## config.mk

```make
export PLATFORM = sky130hd
export DESIGN_NAME = bram_portb_arbiter_flat
export DESIGN_NICKNAME = d
export VERILOG_FILES = /design/src/rtl/bram_arb_pkg.sv /design/src/rtl/bram_portb_arbiter_if.sv /design/src/rtl/rr_priority_pick.sv /design/src/rtl/bram_portb_arbiter.sv /design/src/flat_wrapper.sv
export SDC_FILE = /design/constraint.sdc
export NUM_CORES = 1
export LEC_CHECK = 0
export BUFFER_PORTS_ARGS = -buffer_cell sky130_fd_sc_hd__buf_4
export CELL_PAD_IN_SITES_DETAIL_PLACEMENT = 0
export CELL_PAD_IN_SITES_GLOBAL_PLACEMENT = 1
export CORE_ASPECT_RATIO = 1.1
export CORE_MARGIN = 4
export CORE_UTILIZATION = 30
export CTS_CLUSTER_DIAMETER = 60
export CTS_CLUSTER_SIZE = 16
export DETAILED_ROUTE_END_ITERATION = 10
export GPL_TIMING_DRIVEN = 1
export PLACE_DENSITY = 0.88
export SYNTH_ARGS = -nofsm -noshare
export SYNTH_HDL_FRONTEND = slang
export SYNTH_SLANG_ARGS = --single-unit
```

## constraint.sdc

```tcl
create_clock -name clk -period 4.2 [get_ports clk]
set_clock_uncertainty 0.2 [all_clocks]
set_input_delay 0 -clock clk [delete_from_list [all_inputs] [get_ports clk]]
set_output_delay 0 -clock clk [all_outputs]
set_load 0.01 [all_outputs]
```

## src/rtl/bram_arb_pkg.sv

```systemverilog
// Shared definitions for the BRAM port B arbiter: FSM encoding, defaults and
// packing widths for the flattened requester address/data buses.
package bram_arb_pkg;

    typedef enum logic [1:0] {
        IDLE    = 2'd0,
        ISSUE   = 2'd1,
        CAPTURE = 2'd2
    } state_e;

    localparam int unsigned DEF_NUM_REQ = 3;
    localparam int unsigned DEF_ADDR_W  = 16;
    localparam int unsigned DEF_DATA_W  = 16;

    // Lowest address peripherals may write when write protection is built in.
    localparam logic [15:0] DEF_PROG_LIMIT = 16'h0100;

    // Requester i occupies bits [i*W +: W] of the packed buses.
    function automatic int unsigned slice_lsb(input int unsigned idx, input int unsigned w);
        return idx * w;
    endfunction

endpackage

```

## src/rtl/bram_portb_arbiter_if.sv

```systemverilog
// Requester-side bus of the port B arbiter: per-requester request lines,
// packed address/data, and the one-hot grant/read-valid returns.
interface bram_portb_arbiter_if
    import bram_arb_pkg::*;
#(
    parameter int unsigned NUM_REQ = DEF_NUM_REQ,
    parameter int unsigned ADDR_W  = DEF_ADDR_W,
    parameter int unsigned DATA_W  = DEF_DATA_W
) ();

    logic [NUM_REQ-1:0]        req;
    logic [NUM_REQ-1:0]        req_we;
    logic [NUM_REQ*ADDR_W-1:0] req_addr;
    logic [NUM_REQ*DATA_W-1:0] req_wdata;
    logic [NUM_REQ-1:0]        gnt;
    logic [NUM_REQ-1:0]        rvalid;
    logic [DATA_W-1:0]         rdata;
    logic                      wr_err;

    // Requesters side.
    modport master (
        output req, req_we, req_addr, req_wdata,
        input  gnt, rvalid, rdata, wr_err
    );

    // Arbiter side.
    modport slave (
        input  req, req_we, req_addr, req_wdata,
        output gnt, rvalid, rdata, wr_err
    );

endinterface

```

## src/rtl/rr_priority_pick.sv

```systemverilog
// Round-robin pick: first set request bit searching upward from last_gnt+1,
// wrapping modulo NUM_REQ.
module rr_priority_pick #(
    parameter  int unsigned NUM_REQ = 3,
    localparam int unsigned IDX_W   = $clog2(NUM_REQ)
) (
    input  logic [NUM_REQ-1:0] req,
    input  logic [IDX_W-1:0]   last_gnt,
    output logic [NUM_REQ-1:0] onehot_c,
    output logic [IDX_W-1:0]   idx_c,
    output logic               any_c
);

    int unsigned cand;

    // Scan NUM_REQ positions after the previous winner; first hit wins.
    always_comb begin
        onehot_c = '0;
        idx_c    = '0;
        any_c    = 1'b0;
        cand     = 0;
        for (int unsigned k = 1; k <= NUM_REQ; k++) begin
            cand = (32'(last_gnt) + k) % NUM_REQ;
            if (!any_c && req[IDX_W'(cand)]) begin
                any_c                   = 1'b1;
                idx_c                   = IDX_W'(cand);
                onehot_c[IDX_W'(cand)]  = 1'b1;
            end
        end
    end

endmodule

```

## src/rtl/bram_portb_arbiter.sv

```systemverilog
// Round-robin arbiter owning BRAM port B; serialises single-word reads and
// writes from NUM_REQ peripherals. Optional write protection of the program
// region below PROG_LIMIT is enabled by defining BRAM_PORTB_WPROT_EN.
module bram_portb_arbiter
    import bram_arb_pkg::*;
#(
    parameter int unsigned NUM_REQ = DEF_NUM_REQ,
    parameter int unsigned ADDR_W  = DEF_ADDR_W,
    parameter int unsigned DATA_W  = DEF_DATA_W
`ifdef BRAM_PORTB_WPROT_EN
    ,
    parameter logic [ADDR_W-1:0] PROG_LIMIT = ADDR_W'(DEF_PROG_LIMIT)
`endif
) (
    input  logic               clk,
    input  logic               reset,
    bram_portb_arbiter_if.slave bus,
    output logic [ADDR_W-1:0]  addr_b,
    output logic [DATA_W-1:0]  data_b,
    output logic               we_b,
    input  logic [DATA_W-1:0]  q_b
);

    localparam int unsigned IDX_W = $clog2(NUM_REQ);

    state_e             state_q, state_d;
    logic [IDX_W-1:0]   last_gnt_q, last_gnt_d;
    logic               wr_q, wr_d;
    logic [NUM_REQ-1:0] gnt_q, gnt_d;
    logic [NUM_REQ-1:0] rvalid_q, rvalid_d;
    logic [DATA_W-1:0]  rdata_q, rdata_d;
    logic               wr_err_q, wr_err_d;
    logic [ADDR_W-1:0]  addr_b_q, addr_b_d;
    logic [DATA_W-1:0]  data_b_q, data_b_d;
    logic               we_b_q, we_b_d;

    logic [ADDR_W-1:0]  addr_arr  [NUM_REQ];
    logic [DATA_W-1:0]  wdata_arr [NUM_REQ];
    logic [NUM_REQ-1:0] pick_onehot_c;
    logic [IDX_W-1:0]   pick_idx_c;
    logic               pick_any_c;

    // Unpack the flattened requester buses into per-requester words.
    for (genvar i = 0; i < NUM_REQ; i++) begin : g_unpack
        assign addr_arr[i]  = bus.req_addr[slice_lsb(i, ADDR_W) +: ADDR_W];
        assign wdata_arr[i] = bus.req_wdata[slice_lsb(i, DATA_W) +: DATA_W];
    end

    rr_priority_pick #(.NUM_REQ(NUM_REQ)) u_pick (
        .req      (bus.req),
        .last_gnt (last_gnt_q),
        .onehot_c (pick_onehot_c),
        .idx_c    (pick_idx_c),
        .any_c    (pick_any_c)
    );

    // Next-state and registered-output decode.
    always_comb begin
        state_d    = state_q;
        last_gnt_d = last_gnt_q;
        wr_d       = wr_q;
        gnt_d      = '0;
        rvalid_d   = '0;
        rdata_d    = rdata_q;
        wr_err_d   = 1'b0;
        addr_b_d   = addr_b_q;
        data_b_d   = data_b_q;
        we_b_d     = 1'b0;
        unique case (state_q)
            IDLE: begin
                if (pick_any_c) begin
                    addr_b_d   = addr_arr[pick_idx_c];
                    data_b_d   = wdata_arr[pick_idx_c];
                    we_b_d     = bus.req_we[pick_idx_c];
                    wr_d       = bus.req_we[pick_idx_c];
                    gnt_d      = pick_onehot_c;
                    last_gnt_d = pick_idx_c;
                    state_d    = ISSUE;
`ifdef BRAM_PORTB_WPROT_EN
                    if (bus.req_we[pick_idx_c] && (addr_arr[pick_idx_c] < PROG_LIMIT)) begin
                        we_b_d   = 1'b0;
                        wr_err_d = 1'b1;
                    end
`endif
                end
            end
            ISSUE: begin
                state_d = wr_q ? IDLE : CAPTURE;
            end
            CAPTURE: begin
                rdata_d  = q_b;
                rvalid_d = NUM_REQ'(1) << last_gnt_q;
                state_d  = IDLE;
            end
            default: state_d = IDLE;
        endcase
    end

    // State and output registers with synchronous active-low reset.
    always_ff @(posedge clk) begin
        if (!reset) begin
            state_q    <= IDLE;
            last_gnt_q <= IDX_W'(NUM_REQ - 1);
            wr_q       <= 1'b0;
            gnt_q      <= '0;
            rvalid_q   <= '0;
            rdata_q    <= '0;
            wr_err_q   <= 1'b0;
            addr_b_q   <= '0;
            data_b_q   <= '0;
            we_b_q     <= 1'b0;
        end else begin
            state_q    <= state_d;
            last_gnt_q <= last_gnt_d;
            wr_q       <= wr_d;
            gnt_q      <= gnt_d;
            rvalid_q   <= rvalid_d;
            rdata_q    <= rdata_d;
            wr_err_q   <= wr_err_d;
            addr_b_q   <= addr_b_d;
            data_b_q   <= data_b_d;
            we_b_q     <= we_b_d;
        end
    end

    assign bus.gnt    = gnt_q;
    assign bus.rvalid = rvalid_q;
    assign bus.rdata  = rdata_q;
    assign bus.wr_err = wr_err_q;
    assign addr_b     = addr_b_q;
    assign data_b     = data_b_q;
    assign we_b       = we_b_q;

endmodule
```

## src/flat_wrapper.sv

```systemverilog
// flat-port wrapper written by rule: the top's interface ports become plain ports
module bram_portb_arbiter_flat import bram_arb_pkg::*;
#(
    parameter int unsigned NUM_REQ = DEF_NUM_REQ,
    parameter int unsigned ADDR_W  = DEF_ADDR_W,
    parameter int unsigned DATA_W  = DEF_DATA_W

)
  (clk, reset, addr_b, data_b, we_b, q_b, bus_req, bus_req_we, bus_req_addr, bus_req_wdata, bus_gnt, bus_rvalid, bus_rdata, bus_wr_err);
  bram_portb_arbiter_if #(.NUM_REQ(NUM_REQ), .ADDR_W(ADDR_W), .DATA_W(DATA_W)) bus_i ();
  input  logic clk;
  input  logic reset;
  output logic [ADDR_W-1:0] addr_b;
  output logic [DATA_W-1:0] data_b;
  output logic we_b;
  input  logic [DATA_W-1:0] q_b;
  input wire logic [$bits(bus_i.req)-1:0] bus_req;
  input wire logic [$bits(bus_i.req_we)-1:0] bus_req_we;
  input wire logic [$bits(bus_i.req_addr)-1:0] bus_req_addr;
  input wire logic [$bits(bus_i.req_wdata)-1:0] bus_req_wdata;
  output wire logic [$bits(bus_i.gnt)-1:0] bus_gnt;
  output wire logic [$bits(bus_i.rvalid)-1:0] bus_rvalid;
  output wire logic [$bits(bus_i.rdata)-1:0] bus_rdata;
  output wire logic [$bits(bus_i.wr_err)-1:0] bus_wr_err;
  assign bus_i.req = bus_req;
  assign bus_i.req_we = bus_req_we;
  assign bus_i.req_addr = bus_req_addr;
  assign bus_i.req_wdata = bus_req_wdata;
  assign bus_gnt = bus_i.gnt;
  assign bus_rvalid = bus_i.rvalid;
  assign bus_rdata = bus_i.rdata;
  assign bus_wr_err = bus_i.wr_err;
  bram_portb_arbiter #(.NUM_REQ(NUM_REQ), .ADDR_W(ADDR_W), .DATA_W(DATA_W)) u_core (.clk(clk), .reset(reset), .bus(bus_i), .addr_b(addr_b), .data_b(data_b), .we_b(we_b), .q_b(q_b));
endmodule
```

==> results of run 1 <==
==> repair_timing <==
| action | 4_1_cts | 5_1_grt |
|---|---|---|
| hold buffers | 123 | 0 |
| endpoints found under the hold margin | 56 | 0 |
| resized for setup | 0 | 1 |
| endpoints found under the setup margin | 0 | 12 |
| buffers inserted | 0 | 2 |
==> area by class of cell <==
class / count / area, um2 / share of cell area, %
inverters: 3 / 11.3 / 0.194
well taps: 120 / 150 / 2.59
clock inverters: 2 / 35.0 / 0.603
flip-flops and latches: 60 / 1200 / 20.7
multi-input cells: 275 / 1670 / 28.7
repair buffers: 302 / 2590 / 44.6
clock buffers: 12 / 155 / 2.67
==> per-layer routing <==
metal,vias to the layer above,wire length (um)
met5,-,0
met4,0,319
met3,31,890
met2,166,5980
met1,1710,4460
li1,1854,-
==> power breakdown <==
| group | internal, uW | switching [uW] |
|---|---|---|
| combinational | 1320 | 1260 |
| sequential | 733 | 89.1 |
| clock | 299 | 211 |
==> cell usage in the layout (no fill, tap or decap), types with 2 or more instances in the layout <==
| cell type | netlist | layout |
|---|---|---|
| sky130_fd_sc_hd__ha_1 | 4 | 3 |
| sky130_fd_sc_hd__nor2b_1 | 36 | 35 |
| sky130_fd_sc_hd__mux2i_1 | 5 | 5 |
| sky130_fd_sc_hd__nor3_1 | 3 | 3 |
| sky130_fd_sc_hd__dfxtp_1 | 60 | 60 |
| sky130_fd_sc_hd__inv_1 | 3 | 3 |
| sky130_fd_sc_hd__a21oi_1 | 2 | 2 |
| sky130_fd_sc_hd__nor2_1 | 4 | 4 |
| sky130_fd_sc_hd__clkbuf_8 | 0 | 11 |
| sky130_fd_sc_hd__buf_4 | 6 | 178 |
| sky130_fd_sc_hd__and3_1 | 2 | 2 |
| sky130_fd_sc_hd__a211oi_1 | 32 | 32 |
| sky130_fd_sc_hd__and2_1 | 2 | 2 |
| sky130_fd_sc_hd__nand2_1 | 70 | 70 |
| sky130_fd_sc_hd__nand2b_1 | 3 | 3 |
| sky130_fd_sc_hd__a32o_1 | 2 | 2 |
| sky130_fd_sc_hd__o21ai_0 | 33 | 33 |
| sky130_fd_sc_hd__dlygate4sd3_1 | 0 | 123 |
| sky130_fd_sc_hd__o22ai_1 | 2 | 2 |
| sky130_fd_sc_hd__a21boi_0 | 16 | 16 |
| sky130_fd_sc_hd__o21ai_1 | 35 | 35 |
==> registers in the layout, indices dropped and copies added (netlist names) <==
| register | count |
|---|---|
| u_core.bus.rvalid | 3 |
| u_core.bus.gnt | 3 |
| u_core.data_b | 16 |
| u_core.bus.rdata | 16 |
| u_core.addr_b | 16 |
| u_core.state_q | 2 |
| u_core.wr_q | 1 |
| u_core.we_b | 1 |
| u_core.last_gnt_q | 2 |
==> per-stage QoR <==
stage | cell area, um2 | utilization [%] | setup slack (ps) | hold slack, ps
final | 5810 | 59.0 | 206 | 144
after global routing | 5810 | 59.0 | -42.4 | 184
after CTS | 5760 | 58.6 | 19.0 | 121
after detailed placement | 4340 | 44.1 | 1000 | 69.2
after global placement | 4340 | 44.1 | 1100 | 64.0
after floorplan | 3030 | - | 1600 | -55.1
==> worst max-delay path, stage by stage (launching register included) <==
cell                            delay, ps
sky130_fd_sc_hd__dfxtp_1              430
sky130_fd_sc_hd__inv_1                120
sky130_fd_sc_hd__ha_2                 450
sky130_fd_sc_hd__inv_1                160
sky130_fd_sc_hd__mux2_4               400
sky130_fd_sc_hd__a32oi_4              210
sky130_fd_sc_hd__buf_4                350
sky130_fd_sc_hd__nor2b_1              100
sky130_fd_sc_hd__a211oi_1             270
sky130_fd_sc_hd__dlygate4sd3_1        600
sky130_fd_sc_hd__o21ai_1               60
sky130_fd_sc_hd__dlygate4sd3_1        540
==> worst max-delay path by stage <==
stage | to | cells after the start
3_5_place_dp | u_core.addr_b[5]$_SDFFE_PN0P_ | 8
4_1_cts | u_core.addr_b[10]$_SDFFE_PN0P_ | 10
6_report | u_core.addr_b[6]$_SDFFE_PN0P_ | 11
2_1_floorplan | u_core.wr_q$_SDFFE_PN0P_ | 10
3_3_place_gp | u_core.addr_b[2]$_SDFFE_PN0P_ | 8
5_1_grt | u_core.we_b$_SDFF_PN0_ | 11
==> logic make-up (layout without fill, tap and decap cells) <==
kind of cell / after synthesis / count (layout)
AOI/OAI and AO/OA: 134 / 135
and+or+nand+nor: 129 / 129
DFF: 60 / 60
buffers and inverters: 34 / 319
muxes: 6 / 6
adders and majority gates: 4 / 4
other: 1 / 1
==> impl_results.html, run 1 <==
<table>
<tr><th>Metric</th><th>Value</th></tr>
<tr><th colspan="2">Layout</th></tr>
<tr><td>Non-filler instance count after layout</td><td>774</td></tr>
<tr><td>Fill cell count</td><td>825</td></tr>
<tr><td>Antenna fix cells</td><td>0</td></tr>
<tr><td>Fin nets</td><td>775</td></tr>
<tr><td>Layout cells sized above 1</td><td>31.0%</td></tr>
<tr><td>Area added between synthesis and finish</td><td>91.7%</td></tr>
<tr><th colspan="2">Min path</th></tr>
<tr><td>Worst hold stages</td><td>5</td></tr>
<tr><td>Destination of the worst hold path</td><td>u_core.bus.gnt[0]$_SDFF_PN0_</td></tr>
<tr><td>Beginning of the worst hold path</td><td>bus_req[0]</td></tr>
<tr><td>Worst hold path type</td><td>input pin to flip-flop</td></tr>
<tr><th colspan="2">Synthesis</th></tr>
<tr><td>Fraction of registers with async set or reset after synthesis</td><td>0%</td></tr>
<tr><td>Main combinational cell family by area after synthesis</td><td>compound AO/OA/AOI/OAI gates</td></tr>
<tr><td>Seq cells post-synth</td><td>60</td></tr>
<tr><td>Post-Synth Adder-Cell Area</td><td>1.65%</td></tr>
<tr><td>Parity-gate share of the synthesized area counting xor and xnor cells</td><td>0%</td></tr>
<tr><td>Post-Synth Simple-Gate Area</td><td>21.1%</td></tr>
<tr><td>Post-synthesis instance area</td><td>3030 um2</td></tr>
<tr><td>Number of instances in the synthesized netlist</td><td>368</td></tr>
<tr><td>Number of enable flip-flop cells after synthesis</td><td>0</td></tr>
<tr><td>Dominant synthesized flop cell</td><td>sky130_fd_sc_hd__dfxtp_1</td></tr>
<tr><td>Top cell type's share of synthesized area</td><td>39.7%</td></tr>
<tr><td>Warning count from the yosys run</td><td>0</td></tr>
<tr><td>Most instantiated cells after synthesis</td><td>sky130_fd_sc_hd__nand2_1 (70), sky130_fd_sc_hd__dfxtp_1 (60), sky130_fd_sc_hd__nor2b_1 (36), sky130_fd_sc_hd__o21ai_1 (35), sky130_fd_sc_hd__o21ai_0 (33)</td></tr>
<tr><td>Post-Synthesis Net Count</td><td>492</td></tr>
<tr><td>Avg Synthesized Cell Area</td><td>8.23 um2</td></tr>
<tr><td>Dominant cell by count in the synthesized netlist</td><td>sky130_fd_sc_hd__nand2_1</td></tr>
<tr><td>Dominant cells by area after synthesis</td><td>sky130_fd_sc_hd__dfxtp_1 (40%), sky130_fd_sc_hd__nand2_1 (8.7%), sky130_fd_sc_hd__a211oi_1 (7.9%)</td></tr>
<tr><td>Proportion of synthesized area in mux cells</td><td>2.15%</td></tr>
<tr><td>Library cell occupying the most area in the post-synthesis netlist</td><td>sky130_fd_sc_hd__dfxtp_1</td></tr>
<tr><td>Post-synthesis sequential area ratio</td><td>39.7%</td></tr>
<tr><td>Number of distinct library cell variants in the gate-level netlist after synthesis</td><td>45</td></tr>
<tr><td>Synthesized-area fraction occupied by ao, oa, aoi and oai cells</td><td>28.8%</td></tr>
<tr><th colspan="2">Power and ir drop</th></tr>
<tr><td>Total power divided by cell area</td><td>675 nW/um2</td></tr>
<tr><td>Leakage dissipation</td><td>0.00256 uW</td></tr>
<tr><td>Total Power Consumption</td><td>3920 uW</td></tr>
<tr><td>Max IR drop VDD</td><td>0.000331 V</td></tr>
<tr><th colspan="2">Clock tree</th></tr>
<tr><td>Clock input transition at the sequential cells of the worst setup and hold paths</td><td>60 ps</td></tr>
<tr><td>Clock tree from TritonCTS</td><td>done</td></tr>
<tr><td>Clock buffers created by TritonCTS</td><td>9</td></tr>
<tr><td>Max Root-Sink Buffers</td><td>2</td></tr>
<tr><td>Clock sink count</td><td>60</td></tr>
<tr><td>H-tree depth reported by CTS</td><td>3</td></tr>
<tr><td>Clock network latency to the later pin of the worst-skew pair</td><td>320 ps</td></tr>
<tr><td>Root cell of the clock tree</td><td>sky130_fd_sc_hd__clkbuf_8</td></tr>
<tr><th colspan="2">Timing</th></tr>
<tr><td>Aggregate negative setup slack</td><td>0 ps</td></tr>
<tr><td>Min cycle time layout</td><td>3990 ps</td></tr>
<tr><td>Peak clock frequency supported by timing</td><td>250 MHz</td></tr>
<tr><td>Share of the clock period used by the worst path</td><td>95.1%</td></tr>
<tr><td>Transition at the pin with the smallest max-transition slack</td><td>1140 ps</td></tr>
<tr><td>Relative slew slack</td><td>23.9%</td></tr>
<tr><td>RSZ-0062 raised after global routing</td><td>true</td></tr>
<tr><td>Final hold violations</td><td>0</td></tr>
<tr><td>Number of setup violations in the final report</td><td>0</td></tr>
<tr><td>Final Slew Violations</td><td>0</td></tr>
<tr><th colspan="2">Global routing</th></tr>
<tr><td>Most congested layer reported by global routing</td><td>met2</td></tr>
<tr><td>Global Route met1 Usage</td><td>19.7%</td></tr>
<tr><td>Global-route usage over all layers</td><td>19.2%</td></tr>
<tr><td>GRT met3 Usage</td><td>6.28%</td></tr>
<tr><td>Wire length of the first global-routing pass</td><td>18,500 um</td></tr>
<tr><td>GR met2 Demand/Resource</td><td>35.8%</td></tr>
<tr><td>Residual overflow from global routing</td><td>0</td></tr>
<tr><td>Maximum number of pins on one net before global-route repair</td><td>40</td></tr>
<tr><td>Antenna violations before repair</td><td>0</td></tr>
<tr><td>Via count of the first global-routing pass</td><td>3,909</td></tr>
<tr><th colspan="2">Flow run</th></tr>
<tr><td>Maximum Capacitance Violations</td><td>0</td></tr>
<tr><th colspan="2">Route</th></tr>
<tr><td>Routed len/inst</td><td>15.1 um</td></tr>
<tr><td>Total via count after detailed routing</td><td>3,761</td></tr>
<tr><td>Drc violations</td><td>0</td></tr>
<tr><td>Average via count per standard cell</td><td>4.86</td></tr>
<tr><td>DRC violation total after the first TritonRoute iteration</td><td>121</td></tr>
<tr><td>Count of nets left with antenna violations after detail routing</td><td>0</td></tr>
<tr><td>Detailed Routing Iterations Pass 1</td><td>4</td></tr>
<tr><td>Total wirelength of the detailed-routed design</td><td>11,700 um</td></tr>
<tr><th colspan="2">Setup path</th></tr>
<tr><td>Start point of the critical path</td><td>u_core.last_gnt_q[0]$_SDFFE_PN0P_</td></tr>
<tr><td>Worst reg2reg startpoint</td><td>u_core.last_gnt_q[0]$_SDFFE_PN0P_</td></tr>
<tr><td>Endpoint type of the worst setup path</td><td>flip-flop</td></tr>
<tr><td>Endpoint of the lowest-slack register-to-register path</td><td>u_core.addr_b[6]$_SDFFE_PN0P_</td></tr>
<tr><td>R2r worst-path depth</td><td>11</td></tr>
<tr><td>Data arrival time of the worst path</td><td>4010 ps</td></tr>
<tr><td>R2r setup slk</td><td>210 ps</td></tr>
<tr><td>Critical path class</td><td>flip-flop to flip-flop</td></tr>
<tr><td>Critical path required time</td><td>4210 ps</td></tr>
<tr><td>Highest net fanout along the worst path</td><td>36</td></tr>
<tr><td>CP startpoint kind</td><td>flip-flop</td></tr>
<tr><th colspan="2">Status</th></tr>
<tr><td>Result of the run</td><td>finished, final reports clean</td></tr>
<tr><th colspan="2">Place</th></tr>
<tr><td>Total instance count after detailed placement</td><td>634</td></tr>
<tr><td>GPL Wtd Cong</td><td>0.929</td></tr>
<tr><td>DPL Wire Length</td><td>7250 um</td></tr>
<tr><td>Buffers added on ports</td><td>174</td></tr>
<tr><th colspan="2">Die</th></tr>
<tr><td>Number of standard-cell rows in the floorplan</td><td>38</td></tr>
<tr><td>Initial standard-cell utilization of the core</td><td>30.8%</td></tr>
<tr><td>Die outline width</td><td>104 um</td></tr>
<tr><td>Boundary pin count</td><td>176</td></tr>
<tr><td>CORE AREA</td><td>9840 um2</td></tr>
<tr><td>Die Area</td><td>11,800 um2</td></tr>
<tr><td>Die Y</td><td>113 um</td></tr>
</table>
(Power assumes the default switching activity.)
==> run 2: changes to the inputs <==
CORE_MARGIN = 2   (was 4)
==> impl_results.html, run 2 (same netlist as run 1, synthesis figures left out) <==
<table>
<tr><th>Metric</th><th>Value</th></tr>
<tr><th colspan="2">Timing</th></tr>
<tr><td>RSZ-0062 raised after global routing</td><td>false</td></tr>
<tr><td>Final Slew Violations</td><td>0 (unchanged)</td></tr>
<tr><td>Peak clock frequency supported by timing</td><td>254 MHz (+1.4%)</td></tr>
<tr><td>Relative slew slack</td><td>28.2% (+4.4 points)</td></tr>
<tr><td>Transition at the pin with the smallest max-transition slack</td><td>1070 ps (-65.5 ps)</td></tr>
<tr><td>Min cycle time layout</td><td>3940 ps (-55.6 ps)</td></tr>
<tr><td>Final hold violations</td><td>0 (unchanged)</td></tr>
<tr><td>Aggregate negative setup slack</td><td>0 ps (unchanged)</td></tr>
<tr><td>Number of setup violations in the final report</td><td>0 (unchanged)</td></tr>
<tr><td>Share of the clock period used by the worst path</td><td>93.8% (-1.3 points)</td></tr>
<tr><td>Worst hold slack across all endpoints</td><td>121 ps (-22.9 ps)</td></tr>
<tr><th colspan="2">Route</th></tr>
<tr><td>Routed len/inst</td><td>14.2 um (-5.6%)</td></tr>
<tr><td>Average via count per standard cell</td><td>4.81 (-1.1%)</td></tr>
<tr><td>Detailed Routing Iterations Pass 1</td><td>4 (unchanged)</td></tr>
<tr><td>Total via count after detailed routing</td><td>3,730 (-0.82%)</td></tr>
<tr><td>Top routing layer in use</td><td>met4</td></tr>
<tr><td>Count of nets left with antenna violations after detail routing</td><td>0 (unchanged)</td></tr>
<tr><td>Detail Route met3 WL</td><td>721 um (-19%)</td></tr>
<tr><td>Met2 Routed Length</td><td>5730 um (-4.2%)</td></tr>
<tr><td>Post-route met1 wirelength</td><td>4310 um (-3.3%)</td></tr>
<tr><td>Total wirelength of the detailed-routed design</td><td>11,000 um (-5.3%)</td></tr>
<tr><td>Drc violations</td><td>0 (unchanged)</td></tr>
<tr><td>DRC violation total after the first TritonRoute iteration</td><td>136 (+12%)</td></tr>
<tr><th colspan="2">Setup path</th></tr>
<tr><td>CP startpoint kind</td><td>flip-flop</td></tr>
<tr><td>Family with the most delay on the worst path</td><td>buffers and inverters</td></tr>
<tr><td>Highest net fanout along the worst path</td><td>33 (-8.3%)</td></tr>
<tr><td>Worst reg2reg startpoint</td><td>u_core.last_gnt_q[1]$_SDFFE_PN1P_</td></tr>
<tr><td>Count of buffering cells on the critical path with inverters included</td><td>4 (-1)</td></tr>
<tr><td>Endpoint type of the worst setup path</td><td>flip-flop</td></tr>
<tr><td>Data arrival time of the worst path</td><td>3950 ps (-60 ps)</td></tr>
<tr><td>Critical path required time</td><td>4210 ps (about the same)</td></tr>
<tr><td>R2r setup slk</td><td>260 ps (+60 ps)</td></tr>
<tr><td>Critical path class</td><td>flip-flop to flip-flop</td></tr>
<tr><td>Endpoint of the lowest-slack register-to-register path</td><td>u_core.we_b$_SDFF_PN0_</td></tr>
<tr><td>Maximum single-stage delay on the critical path</td><td>590 ps (about the same)</td></tr>
<tr><td>Critical path cell sequence</td><td>inv_1, ha_1, mux2i_1, o221ai_1, a32oi_4, buf_6, mux2i_1, dlygate4sd3_1, nand2_1, and3_1, dlygate4sd3_1</td></tr>
<tr><td>R2r worst-path depth</td><td>11 (unchanged)</td></tr>
<tr><td>Critical Path Slowest Stage Cell</td><td>sky130_fd_sc_hd__dlygate4sd3_1</td></tr>
<tr><th colspan="2">Layout</th></tr>
<tr><td>Non-filler instance count after layout</td><td>776 (+0.26%)</td></tr>
<tr><td>Area added between synthesis and finish</td><td>91.9%</td></tr>
<tr><td>Fin nets</td><td>775 (unchanged)</td></tr>
<tr><td>Most common cell after layout, fill and taps aside</td><td>sky130_fd_sc_hd__buf_4</td></tr>
<tr><td>Core utilization of the finished layout</td><td>59.1% (+0.064 points)</td></tr>
<tr><td>Layout cells sized above 1</td><td>30.8% (-0.25 points)</td></tr>
<tr><td>Antenna fix cells</td><td>0 (unchanged)</td></tr>
<tr><td>Most frequent cells in the layout</td><td>sky130_fd_sc_hd__buf_4 (176), sky130_fd_sc_hd__dlygate4sd3_1 (126), sky130_fd_sc_hd__nand2_1 (70)</td></tr>
<tr><th colspan="2">Clock tree</th></tr>
<tr><td>H-tree depth reported by CTS</td><td>3 (unchanged)</td></tr>
<tr><td>Root cell of the clock tree</td><td>sky130_fd_sc_hd__clkbuf_8</td></tr>
<tr><td>Clock input transition at the sequential cells of the worst setup and hold paths</td><td>60 ps (about the same)</td></tr>
<tr><td>Clock network latency to the later pin of the worst-skew pair</td><td>320 ps (about the same)</td></tr>
<tr><td>Max Root-Sink Buffers</td><td>2 (unchanged)</td></tr>
<tr><td>Clock buffers created by TritonCTS</td><td>9 (unchanged)</td></tr>
<tr><td>Clock sink count</td><td>60 (unchanged)</td></tr>
<tr><td>Clock tree from TritonCTS</td><td>done</td></tr>
<tr><td>Count of buffers added by post-CTS timing repair for setup</td><td>0 (unchanged)</td></tr>
<tr><th colspan="2">Flow run</th></tr>
<tr><td>Maximum Capacitance Violations</td><td>0 (unchanged)</td></tr>
<tr><th colspan="2">Min path</th></tr>
<tr><td>Beginning of the worst hold path</td><td>bus_req[1]</td></tr>
<tr><td>Worst hold stages</td><td>4 (-1)</td></tr>
<tr><td>Destination of the worst hold path</td><td>u_core.last_gnt_q[0]$_SDFFE_PN0P_</td></tr>
<tr><td>Worst hold path type</td><td>input pin to flip-flop</td></tr>
<tr><th colspan="2">Power and ir drop</th></tr>
<tr><td>Total power divided by cell area</td><td>649 nW/um2 (-3.8%)</td></tr>
<tr><td>Max IR drop VDD</td><td>0.000351 V (+6.3%)</td></tr>
<tr><td>Leakage dissipation</td><td>0.00254 uW (-0.88%)</td></tr>
<tr><th colspan="2">Place</th></tr>
<tr><td>Buffers added on ports</td><td>174 (unchanged)</td></tr>
<tr><td>DPL Wire Length</td><td>6850 um (-5.5%)</td></tr>
<tr><td>Total instance count after detailed placement</td><td>634 (unchanged)</td></tr>
<tr><td>GPL Wtd Cong</td><td>0.828 (-11%)</td></tr>
<tr><th colspan="2">Die</th></tr>
<tr><td>Die Y</td><td>109 um (-3.5%)</td></tr>
<tr><td>Initial standard-cell utilization of the core</td><td>30.8% (unchanged)</td></tr>
<tr><td>Die Area</td><td>10,900 um2 (-7.2%)</td></tr>
<tr><td>CORE AREA</td><td>9840 um2 (unchanged)</td></tr>
<tr><td>Number of standard-cell rows in the floorplan</td><td>38 (unchanged)</td></tr>
<tr><td>Boundary pin count</td><td>176 (unchanged)</td></tr>
<tr><td>Die outline width</td><td>99.8 um (-3.9%)</td></tr>
<tr><th colspan="2">Global routing</th></tr>
<tr><td>Wire length of the first global-routing pass</td><td>17,300 um (-6.7%)</td></tr>
<tr><td>Via count of the first global-routing pass</td><td>3,838 (-1.8%)</td></tr>
<tr><td>Residual overflow from global routing</td><td>0 (unchanged)</td></tr>
<tr><td>Global-route usage over all layers</td><td>19.7% (+0.54 points)</td></tr>
<tr><td>Antenna violations before repair</td><td>0 (unchanged)</td></tr>
<tr><td>Maximum number of pins on one net before global-route repair</td><td>40 (unchanged)</td></tr>
<tr><th colspan="2">Status</th></tr>
<tr><td>Result of the run</td><td>finished, final reports clean</td></tr>
</table>
-- run 2: metal layers --
| layer | global-route usage, % | vias to the layer above |
|---|---|---|
| met3 | 4.64 | 24 |
| met5 | 0 | - |
| met4 | 7.73 | 0 |
| met2 | 37.4 | 158 |
| li1 | - | 1848 |
| met1 | 21.0 | 1700 |
-- run 2: worst reg2reg max path, stage by stage (launching register included) --
cell and delay, ps:
sky130_fd_sc_hd__dfxtp_1 360, sky130_fd_sc_hd__inv_1 140, sky130_fd_sc_hd__ha_1 370, sky130_fd_sc_hd__mux2i_1 380, sky130_fd_sc_hd__o221ai_1 240, sky130_fd_sc_hd__a32oi_4 230
sky130_fd_sc_hd__buf_6 280, sky130_fd_sc_hd__mux2i_1 240, sky130_fd_sc_hd__dlygate4sd3_1 590, sky130_fd_sc_hd__nand2_1 70, sky130_fd_sc_hd__and3_1 200, sky130_fd_sc_hd__dlygate4sd3_1 540
-- run 2: final cells by class --
type	instances	area, um2
Tap cell	120	150
Inverter	3	11.3
Clock buffer	12	155
Sequential cell	60	1200
Fill cell	818	4030
Multi-Input combinational cell	274	1650
Timing Repair Buffer	303	2590
Clock inverter	4	47.5
-- run 2: how the worst max path moves through the flow --
stage	from	end	depth (start not counted)
final	u_core.last_gnt_q[1]$_SDFFE_PN1P_	u_core.we_b$_SDFF_PN0_	11
after global routing	u_core.last_gnt_q[1]$_SDFFE_PN1P_	u_core.we_b$_SDFF_PN0_	11
after CTS	u_core.last_gnt_q[0]$_SDFFE_PN0P_	u_core.we_b$_SDFF_PN0_	11
after detailed placement	u_core.last_gnt_q[0]$_SDFFE_PN0P_	u_core.data_b[3]$_SDFFE_PN0P_	8
after global placement	u_core.last_gnt_q[0]$_SDFFE_PN0P_	u_core.addr_b[14]$_SDFFE_PN0P_	8
after floorplan	u_core.last_gnt_q[0]$_SDFFE_PN0P_	u_core.wr_q$_SDFFE_PN0P_	10
-- run 2: what timing repair did --
| action | CTS | global route |
|---|---|---|
| resized for setup | 0 | 2 |
| endpoints found under the hold margin | 56 | 0 |
| endpoints found under the setup margin | 0 | 1 |
| hold buffers | 126 | 0 |
-- run 2: per-stage QoR --
stage               power (uW)  worst slack, ps  cell area, um2
floorplan                 2210             1600            3030
global placement          2660             1120            4340
detailed placement        2710              999            4340
CTS                       3750             69.3            5810
global route              4090             42.3            5810
finish                    3780              262            5810
-- run 2: report_power, final --
group	switching, uW	internal (uW)
clock	218	305
combinational	1210	1220
sequential	87.8	733
total	1520	2260
==> run 3: changes to the inputs <==
PLACE_DENSITY = 0.86   (was 0.88)
SYNTH_HIERARCHICAL = 1   (was default)
==> impl_results.html, run 3 <==
<table>
<tr><th>Metric</th><th>Value</th></tr>
<tr><th colspan="2">Status</th></tr>
<tr><td>Result of the run</td><td>finished, final reports clean</td></tr>
<tr><th colspan="2">Layout</th></tr>
<tr><td>Layout Cell Area excl Fill</td><td>5660 um2 (-2.7%)</td></tr>
<tr><td>Area added between synthesis and finish</td><td>85.8%</td></tr>
<tr><td>Fin nets</td><td>725 (-6.5%)</td></tr>
<tr><td>Layout cells sized above 1</td><td>33.8% (+3.0 points)</td></tr>
<tr><td>Antenna fix cells</td><td>0 (unchanged)</td></tr>
<tr><td>Most common cell after layout, fill and taps aside</td><td>sky130_fd_sc_hd__buf_4</td></tr>
<tr><td>Most frequent cells in the layout</td><td>sky130_fd_sc_hd__buf_4 (179), sky130_fd_sc_hd__dlygate4sd3_1 (111), sky130_fd_sc_hd__dfxtp_1 (60)</td></tr>
<tr><td>Fill cell count</td><td>866 (+5.9%)</td></tr>
<tr><th colspan="2">Global routing</th></tr>
<tr><td>Antenna violations before repair</td><td>0 (unchanged)</td></tr>
<tr><td>Global-route usage over all layers</td><td>18.3% (-1.4 points)</td></tr>
<tr><td>Maximum number of pins on one net before global-route repair</td><td>55 (+38%)</td></tr>
<tr><td>Wire length of the first global-routing pass</td><td>15,900 um (-8.0%)</td></tr>
<tr><td>Via count of the first global-routing pass</td><td>3,528 (-8.1%)</td></tr>
<tr><td>Residual overflow from global routing</td><td>0 (unchanged)</td></tr>
<tr><th colspan="2">Synthesis</th></tr>
<tr><td>Warning count from the yosys run</td><td>6 (+6)</td></tr>
<tr><td>Number of distinct library cell variants in the gate-level netlist after synthesis</td><td>38 (-16%)</td></tr>
<tr><td>Fraction of registers with async set or reset after synthesis</td><td>0% (unchanged)</td></tr>
<tr><td>Number of instances in the synthesized netlist</td><td>330 (-10%)</td></tr>
<tr><td>Number of enable flip-flop cells after synthesis</td><td>0 (unchanged)</td></tr>
<tr><td>Seq cells post-synth</td><td>60 (unchanged)</td></tr>
<tr><td>Dominant synthesized flop cell</td><td>sky130_fd_sc_hd__dfxtp_1</td></tr>
<tr><td>Dominant cells by area after synthesis</td><td>sky130_fd_sc_hd__dfxtp_1 (39%), sky130_fd_sc_hd__mux2i_1 (13%), sky130_fd_sc_hd__a2bb2oi_1 (9.5%)</td></tr>
<tr><td>Library cell occupying the most area in the post-synthesis netlist</td><td>sky130_fd_sc_hd__dfxtp_1</td></tr>
<tr><td>Most instantiated cells after synthesis</td><td>sky130_fd_sc_hd__dfxtp_1 (60), sky130_fd_sc_hd__mux2i_1 (39), sky130_fd_sc_hd__nand2_1 (38), sky130_fd_sc_hd__a21oi_1 (35), sky130_fd_sc_hd__a2bb2oi_1 (33)</td></tr>
<tr><td>Top cell type's share of synthesized area</td><td>39.5% (-0.20 points)</td></tr>
<tr><td>Dominant cell by count in the synthesized netlist</td><td>sky130_fd_sc_hd__dfxtp_1</td></tr>
<tr><td>Post-synthesis instance area</td><td>3040 um2 (+0.50%)</td></tr>
<tr><td>Avg Synthesized Cell Area</td><td>9.22 um2 (+12%)</td></tr>
<tr><td>Post-Synthesis Net Count</td><td>454 (-7.7%)</td></tr>
<tr><td>Post-synthesis sequential area ratio</td><td>39.5% (-0.20 points)</td></tr>
<tr><th colspan="2">Timing</th></tr>
<tr><td>Aggregate negative setup slack</td><td>0 ps (unchanged)</td></tr>
<tr><td>Peak clock frequency supported by timing</td><td>255 MHz (+0.33%)</td></tr>
<tr><td>Relative slew slack</td><td>21.0% (-7.2 points)</td></tr>
<tr><td>RSZ-0062 raised after global routing</td><td>false</td></tr>
<tr><td>Final Slew Violations</td><td>0 (unchanged)</td></tr>
<tr><td>Min cycle time layout</td><td>3920 ps (-13.0 ps)</td></tr>
<tr><td>Transition at the pin with the smallest max-transition slack</td><td>1180 ps (+108 ps)</td></tr>
<tr><td>Number of setup violations in the final report</td><td>0 (unchanged)</td></tr>
<tr><td>Share of the clock period used by the worst path</td><td>93.4% (-0.31 points)</td></tr>
<tr><td>Final hold violations</td><td>0 (unchanged)</td></tr>
<tr><td>Worst hold slack across all endpoints</td><td>22.3 ps (-99.1 ps)</td></tr>
<tr><th colspan="2">Clock tree</th></tr>
<tr><td>Max Root-Sink Buffers</td><td>2 (unchanged)</td></tr>
<tr><td>H-tree depth reported by CTS</td><td>3 (unchanged)</td></tr>
<tr><td>Clock network latency to the later pin of the worst-skew pair</td><td>340 ps (+20 ps)</td></tr>
<tr><td>Clock buffers created by TritonCTS</td><td>9 (unchanged)</td></tr>
<tr><td>Root cell of the clock tree</td><td>sky130_fd_sc_hd__clkbuf_8</td></tr>
<tr><td>Clock tree from TritonCTS</td><td>done</td></tr>
<tr><td>Clock input transition at the sequential cells of the worst setup and hold paths</td><td>70 ps (about the same)</td></tr>
<tr><td>Clock sink count</td><td>60 (unchanged)</td></tr>
<tr><th colspan="2">Power and ir drop</th></tr>
<tr><td>Total power divided by cell area</td><td>664 nW/um2 (+2.3%)</td></tr>
<tr><td>Leakage dissipation</td><td>0.00258 uW (+1.7%)</td></tr>
<tr><td>Max IR drop VDD</td><td>0.000346 V (-1.6%)</td></tr>
<tr><td>Total Power Consumption</td><td>3760 uW (-0.50%)</td></tr>
<tr><th colspan="2">Setup path</th></tr>
<tr><td>Count of buffering cells on the critical path with inverters included</td><td>4 (unchanged)</td></tr>
<tr><td>Critical Path Slowest Stage Cell</td><td>sky130_fd_sc_hd__dlygate4sd3_1</td></tr>
<tr><td>Endpoint type of the worst setup path</td><td>flip-flop</td></tr>
<tr><td>Data arrival time of the worst path</td><td>3960 ps (about the same)</td></tr>
<tr><td>Cell occurring most often along the worst timing path</td><td>sky130_fd_sc_hd__dlygate4sd3_1</td></tr>
<tr><td>Family with the most delay on the worst path</td><td>buffers and inverters</td></tr>
<tr><td>Critical path class</td><td>flip-flop to flip-flop</td></tr>
<tr><td>CP startpoint kind</td><td>flip-flop</td></tr>
<tr><td>Highest net fanout along the worst path</td><td>34 (+3.0%)</td></tr>
<tr><td>Maximum single-stage delay on the critical path</td><td>570 ps (-20 ps)</td></tr>
<tr><td>Critical path cell sequence</td><td>inv_1, ha_1, mux2i_1, o21ai_4, o31ai_4, buf_4, a2bb2oi_1, dlygate4sd3_1, a21oi_1, dlygate4sd3_1</td></tr>
<tr><td>Critical path required time</td><td>4230 ps (+20 ps)</td></tr>
<tr><th colspan="2">Route</th></tr>
<tr><td>DRC violation total after the first TritonRoute iteration</td><td>153 (+13%)</td></tr>
<tr><td>Routed len/inst</td><td>14.1 um (-0.49%)</td></tr>
<tr><td>Average via count per standard cell</td><td>4.80 (-0.16%)</td></tr>
<tr><td>Count of nets left with antenna violations after detail routing</td><td>0 (unchanged)</td></tr>
<tr><td>Total via count after detailed routing</td><td>3,484 (-6.6%)</td></tr>
<tr><td>Drc violations</td><td>0 (unchanged)</td></tr>
<tr><td>Detailed Routing Iterations Pass 1</td><td>4 (unchanged)</td></tr>
<tr><td>Total wirelength of the detailed-routed design</td><td>10,300 um (-6.9%)</td></tr>
<tr><th colspan="2">Die</th></tr>
<tr><td>CORE AREA</td><td>9890 um2 (+0.48%)</td></tr>
<tr><td>Number of standard-cell rows in the floorplan</td><td>38 (unchanged)</td></tr>
<tr><td>Die Area</td><td>11,000 um2 (+0.47%)</td></tr>
<tr><td>Boundary pin count</td><td>176 (unchanged)</td></tr>
<tr><td>Initial standard-cell utilization of the core</td><td>30.8% (about the same)</td></tr>
<tr><td>Die Y</td><td>110 um (+0.24%)</td></tr>
<tr><td>Die outline width</td><td>100 um (+0.24%)</td></tr>
<tr><th colspan="2">Flow run</th></tr>
<tr><td>Maximum Capacitance Violations</td><td>0 (unchanged)</td></tr>
<tr><th colspan="2">Min path</th></tr>
<tr><td>Worst hold path type</td><td>input pin to flip-flop</td></tr>
<tr><th colspan="2">Place</th></tr>
<tr><td>Area after detailed placement</td><td>4340 um2 (about the same)</td></tr>
<tr><td>GPL Wtd Cong</td><td>0.856 (+3.3%)</td></tr>
<tr><td>Buffers added on ports</td><td>174 (unchanged)</td></tr>
<tr><td>DPL Wire Length</td><td>6420 um (-6.3%)</td></tr>
</table>
## run 3: repair_timing
item,4_1_cts,5_1_grt
resized for setup,0,2
hold buffers,111,0
hold endpoints to repair,53,0
buffers inserted,0,1
endpoints found under the setup margin,0,33
## run 3: cells by family (layout without fill, tap and decap cells)
logic type | after synthesis | count (layout) | synth area share [%]
AOI/OAI and AO/OA | 130 | 130 | 28.2
DFF | 60 | 60 | 39.5
and+or+nand+nor | 59 | 59 | 9.78
muxes | 39 | 39 | 12.8
buffers and inverters | 37 | 313 | 8.01
adders and majority gates | 4 | 4 | 1.64
other | 1 | 1 | 0.123
## run 3: power by group
group,leakage [uW],switching (uW),internal (uW),total [uW]
Sequential,0.000494,99.8,751,851
Clock,0.0000848,235,210,445
Combinational,0.00200,1090,1370,2460
## run 3: area by class of cell
cell class                 instances  area [um2]  area share, %
timing repair buffer             291        2470           43.8
inverter                           6        22.5          0.398
multi-input combinational        233        1640           29.0
sequential                        60        1200           21.2
clock inverter                     7        43.8          0.774
clock buffer                       9         124           2.19
tap                              120         150           2.65
## run 3: through the flow
stage	instances	util (%)	setup WS [ps]
after floorplan	330	-	1720
after detailed placement	598	43.9	750
after global routing	726	57.2	53.2
final	726	57.2	275
after global placement	598	43.9	921
after CTS	725	56.9	34.2
## run 3: final timing paths
path | start | endpoint | slack (ps) | depth (start not counted)
hold reg to reg | u_core/wr_q$_SDFFE_PN0P_ | u_core/state_q[1]$_SDFFE_PN0P_ | 220 | 1
setup / recovery | u_core/last_gnt_q[0]$_SDFFE_PN0P_ | u_core/data_b[14]$_SDFFE_PN0P_ | 280 | 10
setup reg to reg | u_core/last_gnt_q[0]$_SDFFE_PN0P_ | u_core/data_b[14]$_SDFFE_PN0P_ | 280 | 10
hold / removal | bus_req[0] | u_core/bus.gnt[2]$_SDFF_PN0_ | 20 | 5
## run 3: worst reg2reg max path: stages (launching register included)
cell	delay [ps]
sky130_fd_sc_hd__dfxtp_1	440
sky130_fd_sc_hd__inv_1	90
sky130_fd_sc_hd__ha_1	500
sky130_fd_sc_hd__mux2i_1	360
sky130_fd_sc_hd__o21ai_4	150
sky130_fd_sc_hd__o31ai_4	260
sky130_fd_sc_hd__buf_4	390
sky130_fd_sc_hd__a2bb2oi_1	230
sky130_fd_sc_hd__dlygate4sd3_1	570
sky130_fd_sc_hd__a21oi_1	60
sky130_fd_sc_hd__dlygate4sd3_1	560
## run 3: layer usage
| metal | track usage [%] | routed length, um | vias up |
|---|---|---|---|
| met4 | 7.93 | 262 | 0 |
| met1 | 19.6 | 4010 | 1597 |
| met5 | 0 | 0 | - |
| li1 | - | - | 1732 |
| met3 | 4.70 | 697 | 24 |
| met2 | 33.8 | 5290 | 131 |
